==> config.mk <==
export PLATFORM = sky130hd
export DESIGN_NAME = serial_parity_frame_rx
export DESIGN_NICKNAME = d
export VERILOG_FILES = /design/src/rtl/serial_parity_frame_rx.sv
export SDC_FILE = /design/constraint.sdc
export NUM_CORES = 1
export LEC_CHECK = 0
export ABC_AREA = 1
export CELL_PAD_IN_SITES_DETAIL_PLACEMENT = 1
export CELL_PAD_IN_SITES_GLOBAL_PLACEMENT = 1
export CORE_MARGIN = 2
export CORE_UTILIZATION = 35
export CTS_CLUSTER_SIZE = 16
export DETAILED_ROUTE_END_ITERATION = 10
export DONT_BUFFER_PORTS = 1
export PLACE_DENSITY = 0.63
export SLEW_MARGIN = 20
export SYNTH_ARGS = -nofsm -noshare
export SYNTH_HDL_FRONTEND = slang
export SYNTH_SLANG_ARGS = --single-unit
==> constraint.sdc <==
create_clock -name clk -period 1.28 [get_ports clk]
set_input_delay 0.064 -clock clk [delete_from_list [all_inputs] [get_ports clk]]
set_output_delay 0.064 -clock clk [all_outputs]
set_load 0.005 [all_outputs]
==> src/rtl/serial_parity_frame_rx.sv <==
// Serial frame receiver: start, 8 data bits LSB first, parity, stop.
// Delivers data and the raw parity bit through a valid/ready holding register.
module serial_parity_frame_rx #(
  parameter int unsigned CLKS_PER_BIT = 16
) (
  input  logic       clk,
  input  logic       rst_n,
  input  logic       rx,
  output logic [7:0] out_data,
  output logic       out_parity,
  output logic       out_valid,
  input  logic       out_ready,
  output logic       frame_err,
  output logic       overrun,
  output logic       busy
);

  localparam int unsigned CntW = $clog2(CLKS_PER_BIT);
  localparam logic [CntW-1:0] CntFull = CntW'(CLKS_PER_BIT - 1);
  localparam logic [CntW-1:0] CntHalf = CntW'(CLKS_PER_BIT / 2 - 1);

  typedef enum logic [2:0] {
    StIdle,
    StStart,
    StData,
    StParity,
    StStop
  } state_e;

  state_e          state_q, state_d;
  logic            rx_meta_q, rx_s_q;
  logic [CntW-1:0] baud_cnt_q, baud_cnt_d;
  logic [2:0]      bit_idx_q, bit_idx_d;
  logic [7:0]      shreg_q, shreg_d;
  logic            par_q, par_d;
  logic            complete;

  logic [7:0]      out_data_q, out_data_d;
  logic            out_parity_q, out_parity_d;
  logic            out_valid_q, out_valid_d;
  logic            frame_err_q, frame_err_d;
  logic            overrun_q, overrun_d;
  logic            load;

  // Two-flop synchronizer; resets to the idle line level.
  always_ff @(posedge clk or negedge rst_n) begin
    if (!rst_n) begin
      rx_meta_q <= 1'b1;
      rx_s_q    <= 1'b1;
    end else begin
      rx_meta_q <= rx;
      rx_s_q    <= rx_meta_q;
    end
  end

  always_ff @(posedge clk or negedge rst_n) begin
    if (!rst_n) begin
      state_q    <= StIdle;
      baud_cnt_q <= '0;
      bit_idx_q  <= '0;
      shreg_q    <= '0;
      par_q      <= 1'b0;
    end else begin
      state_q    <= state_d;
      baud_cnt_q <= baud_cnt_d;
      bit_idx_q  <= bit_idx_d;
      shreg_q    <= shreg_d;
      par_q      <= par_d;
    end
  end

  always_comb begin
    state_d    = state_q;
    baud_cnt_d = baud_cnt_q + CntW'(1);
    bit_idx_d  = bit_idx_q;
    shreg_d    = shreg_q;
    par_d      = par_q;
    complete   = 1'b0;
    unique case (state_q)
      StIdle: begin
        baud_cnt_d = '0;
        if (!rx_s_q) begin
          state_d = StStart;
        end
      end
      StStart: begin
        if (baud_cnt_q == CntHalf) begin
          baud_cnt_d = '0;
          if (rx_s_q) begin
            state_d = StIdle;
          end else begin
            state_d   = StData;
            bit_idx_d = '0;
          end
        end
      end
      StData: begin
        if (baud_cnt_q == CntFull) begin
          baud_cnt_d         = '0;
          shreg_d[bit_idx_q] = rx_s_q;
          if (bit_idx_q == 3'd7) begin
            state_d = StParity;
          end else begin
            bit_idx_d = bit_idx_q + 3'd1;
          end
        end
      end
      StParity: begin
        if (baud_cnt_q == CntFull) begin
          baud_cnt_d = '0;
          par_d      = rx_s_q;
          state_d    = StStop;
        end
      end
      StStop: begin
        if (baud_cnt_q == CntFull) begin
          baud_cnt_d = '0;
          complete   = 1'b1;
          state_d    = StIdle;
        end
      end
      default: begin
        state_d    = StIdle;
        baud_cnt_d = '0;
      end
    endcase
  end

  // A consume and a new load in the same cycle replace the frame without overrun.
  always_comb begin
    load         = complete && (!out_valid_q || out_ready);
    out_data_d   = out_data_q;
    out_parity_d = out_parity_q;
    frame_err_d  = frame_err_q;
    out_valid_d  = out_valid_q;
    overrun_d    = complete && out_valid_q && !out_ready;
    if (load) begin
      out_data_d   = shreg_q;
      out_parity_d = par_q;
      frame_err_d  = ~rx_s_q;
      out_valid_d  = 1'b1;
    end else if (out_valid_q && out_ready) begin
      out_valid_d = 1'b0;
    end
  end

  always_ff @(posedge clk or negedge rst_n) begin
    if (!rst_n) begin
      out_data_q   <= '0;
      out_parity_q <= 1'b0;
      out_valid_q  <= 1'b0;
      frame_err_q  <= 1'b0;
      overrun_q    <= 1'b0;
    end else begin
      out_data_q   <= out_data_d;
      out_parity_q <= out_parity_d;
      out_valid_q  <= out_valid_d;
      frame_err_q  <= frame_err_d;
      overrun_q    <= overrun_d;
    end
  end

  assign out_data   = out_data_q;
  assign out_parity = out_parity_q;
  assign out_valid  = out_valid_q;
  assign frame_err  = frame_err_q;
  assign overrun    = overrun_q;
  assign busy       = (state_q != StIdle);

endmodule
==> results.cfg <==
[clocking]
cts_tree = done
path_clk_slew_ns = 0.08
root_buffer = clkbuf_8
cts_buffers = 5
cts_buffer_depth = 2
clk_latency_ns = 0.30
htreeDepth = 2
clkSinkCount = 33

[sta]
hold_violations = 0
fin_ws_ns = -0.291
finalClockSkew_ns = 0.00920
tightestPinTransition_ns = 0.378
rsz0062_at_grt = true
drv_slew = 0
finalCriticalPeriod_ns = 1.57
max_freq_ghz = 0.636
fin_crit_sh = 1.23
worst_hold_slack_ns = 0.216
setup_tns_ns = -6.39
max_slew_margin = 0.747
setup_viol = 30

[placement]
gp_congestion = 0.791
hpwl_um = 2460
placed_cell_area_mm2 = 0.00165
port_buffers = 0

[worst_setup_path]
r2r_slack_ns = -0.29
timing.rr.start = baud_cnt_q[1]$_DFF_PN0_
path_delay_family = simple AND/OR/NAND/NOR gates
crit_path_max_fanout = 8
required_ns = 1.46
cp-start-kind = flip-flop
rr_endpoint = shreg_q[6]$_DFFE_PN0P_
cp.arrival_ns = 1.75
crit_buf_inv = 2
crit_top_cell = nor2_4
path_cells = ha_4 > nand2_4 > nor2_4 > inv_2 > nor2_4 > buf_12 > nand3_2 > nand2_1 > o21ai_1
critical_path_cell_count = 9
path_class = flip-flop to flip-flop
worstSetupEndpointType = flip-flop
slowest_delay_ns = 0.41
startpoint = baud_cnt_q[1]$_DFF_PN0_
slowest_stage = dfrtp_1
critPathCapture = shreg_q[6]$_DFFE_PN0P_
reg2reg_depth = 9

[floorplanning]
fp.dieW_um = 69.0
io_pins = 17
die_y_um = 69.0
die_area_mm2 = 0.00476
core_area_mm2 = 0.00403
rows = 23
start_util = 0.367

[synth]
syn_area_mm2 = 0.00148
ys_types = 22
ys_seq_area_frac = 0.561
synthCells = 166
synth_fp_nets = 173
syn_area_per_cell_um2 = 8.90
ys_warn_count = 0
synth-seq-cells = 33

[layout]
antennaDiodeCount = 0
final_util = 0.542
layout_common_cells = dfrtp_1 (28), nand2_1 (25), inv_1 (21), buf_4 (18), o21ai_1 (15)
final_common_cell = dfrtp_1
syn_to_final_growth_pct = 47.7
final_cell_area_mm2 = 0.00218
drive_gt1_frac = 0.443
nets = 207
fill_cells = 455

[worst_hold_path]
hp-class = input pin to asynchronous set/reset pin

[global_route]
grt_max_degree = 34
overflow = 0
antenna_found_initial = 0
grt_pass1_wl_um = 5710
grt_pass1_vias = 1266
track_usage = 0.168

[power]
irDropWorstVdd_v = 0.000577
power.leakage_nw = 0.995
powerDensity_mw_per_mm2 = 1610

[run_status]
violations = setup timing
status = finished, violations left

[routing]
drc_errors = 0
wl_per_cell_um = 18.9
drt.antenna.violating_nets = 0
vias = 1285
firstDrtPassIters = 4
via_per_inst = 5.12
drt-total-wl_um = 4730
drtIter0Drc = 78

[flow_run]
drv_cap = 0
## kinds of logic (layout without fill, tap and decap cells)
group                    Yosys count  after routing  synth area share
XOR/XNOR                           1              1           0.00593
buffers and inverters             25             60            0.0652
AND/OR/NAND/NOR                   81             81             0.265
AO/OA/AOI/OAI                     23             23            0.0779
adder cells (fa/ha/maj)            3              3            0.0254
flip-flops                        33             33             0.561
## layout make-up
cell class | count | area, µm² | area share
clock inverters | 1 | 30.0 | 0.0138
flip-flops and latches | 33 | 832 | 0.381
inverters | 23 | 86.3 | 0.0396
clock buffers | 7 | 86.3 | 0.0396
multi-input cells | 108 | 776 | 0.356
well taps | 50 | 62.6 | 0.0287
repair buffers | 29 | 309 | 0.142
## through the flow
step	total power, mW	cells	setup slack (ns)
after detailed placement	2.15	228	-0.173
after global routing	3.68	251	-0.332
after floorplan	1.80	166	-0.00163
after CTS	3.34	243	-0.156
after global placement	2.09	228	-0.0735
final	3.51	251	-0.291
## report_power, final
group	internal [mW]	total, mW	leakage [nW]	switching, mW
clock	0.635	1.07	0.0585	0.433
sequential	1.14	1.26	0.444	0.117
combinational	0.490	1.19	0.492	0.697
## how the worst min path moves through the flow
stage                from                 endpoint  slack [ns]
floorplan           rst_n  baud_cnt_q[0]$_DFF_PN0_       -0.23
global placement    rst_n  baud_cnt_q[2]$_DFF_PN0_       -0.23
detailed placement  rst_n   out_parity$_DFFE_PN0P_       -0.23
CTS                 rst_n  out_data[0]$_DFFE_PN0P_        0.22
global route        rst_n  out_data[0]$_DFFE_PN0P_        0.23
finish              rst_n  out_data[0]$_DFFE_PN0P_        0.22
## flip-flops by register name, indices dropped and copies added, names as in the netlist
register and flops:
out_data 8, shreg_q 8, baud_cnt_q 4, bit_idx_q 3, state_q 3, frame_err 1
out_parity 1, out_valid 1, overrun 1, par_q 1, rx_meta_q 1, rx_s_q 1
## synthesized netlist by cell type
cell | number | area (µm²)
nand2_4 | 1 | 11.3
xor2_1 | 1 | 8.76
dfrtp_1 | 31 | 776
nand3_1 | 13 | 65.1
nand2_1 | 41 | 154
inv_1 | 22 | 82.6
clkbuf_2 | 1 | 5.00
and2_4 | 1 | 8.76
ha_1 | 3 | 37.5
nand4_1 | 5 | 31.3
dfstp_2 | 2 | 52.6
nand2_2 | 1 | 6.26
nor3_1 | 1 | 5.00
inv_2 | 1 | 3.75
nor2_2 | 1 | 6.26
nor2_1 | 11 | 41.3
o21ai_1 | 11 | 55.1
nor3b_1 | 1 | 7.51
nor2_4 | 4 | 45.0
o21ai_0 | 12 | 60.1
nand3_2 | 1 | 10.0
buf_2 | 1 | 5.00
## metal layers
layer  part of all wire  vias to the layer above  track usage
met4              0.015                        0       0.0735
met5                  0                        -            0
met2               0.54                       24        0.285
met1               0.40                      653        0.195
li1                   -                      601            -
met3              0.037                        7       0.0519
## timing repair
action	4_1_cts	5_1_grt
buffers inserted	3	5
hold buffers	4	0
pin swaps	4	11
gates resized for setup	18	52
endpoints found under the hold margin	35	0
gates cloned	0	3
setup endpoints to repair	29	32
Power figures use the tool's default switching activity.
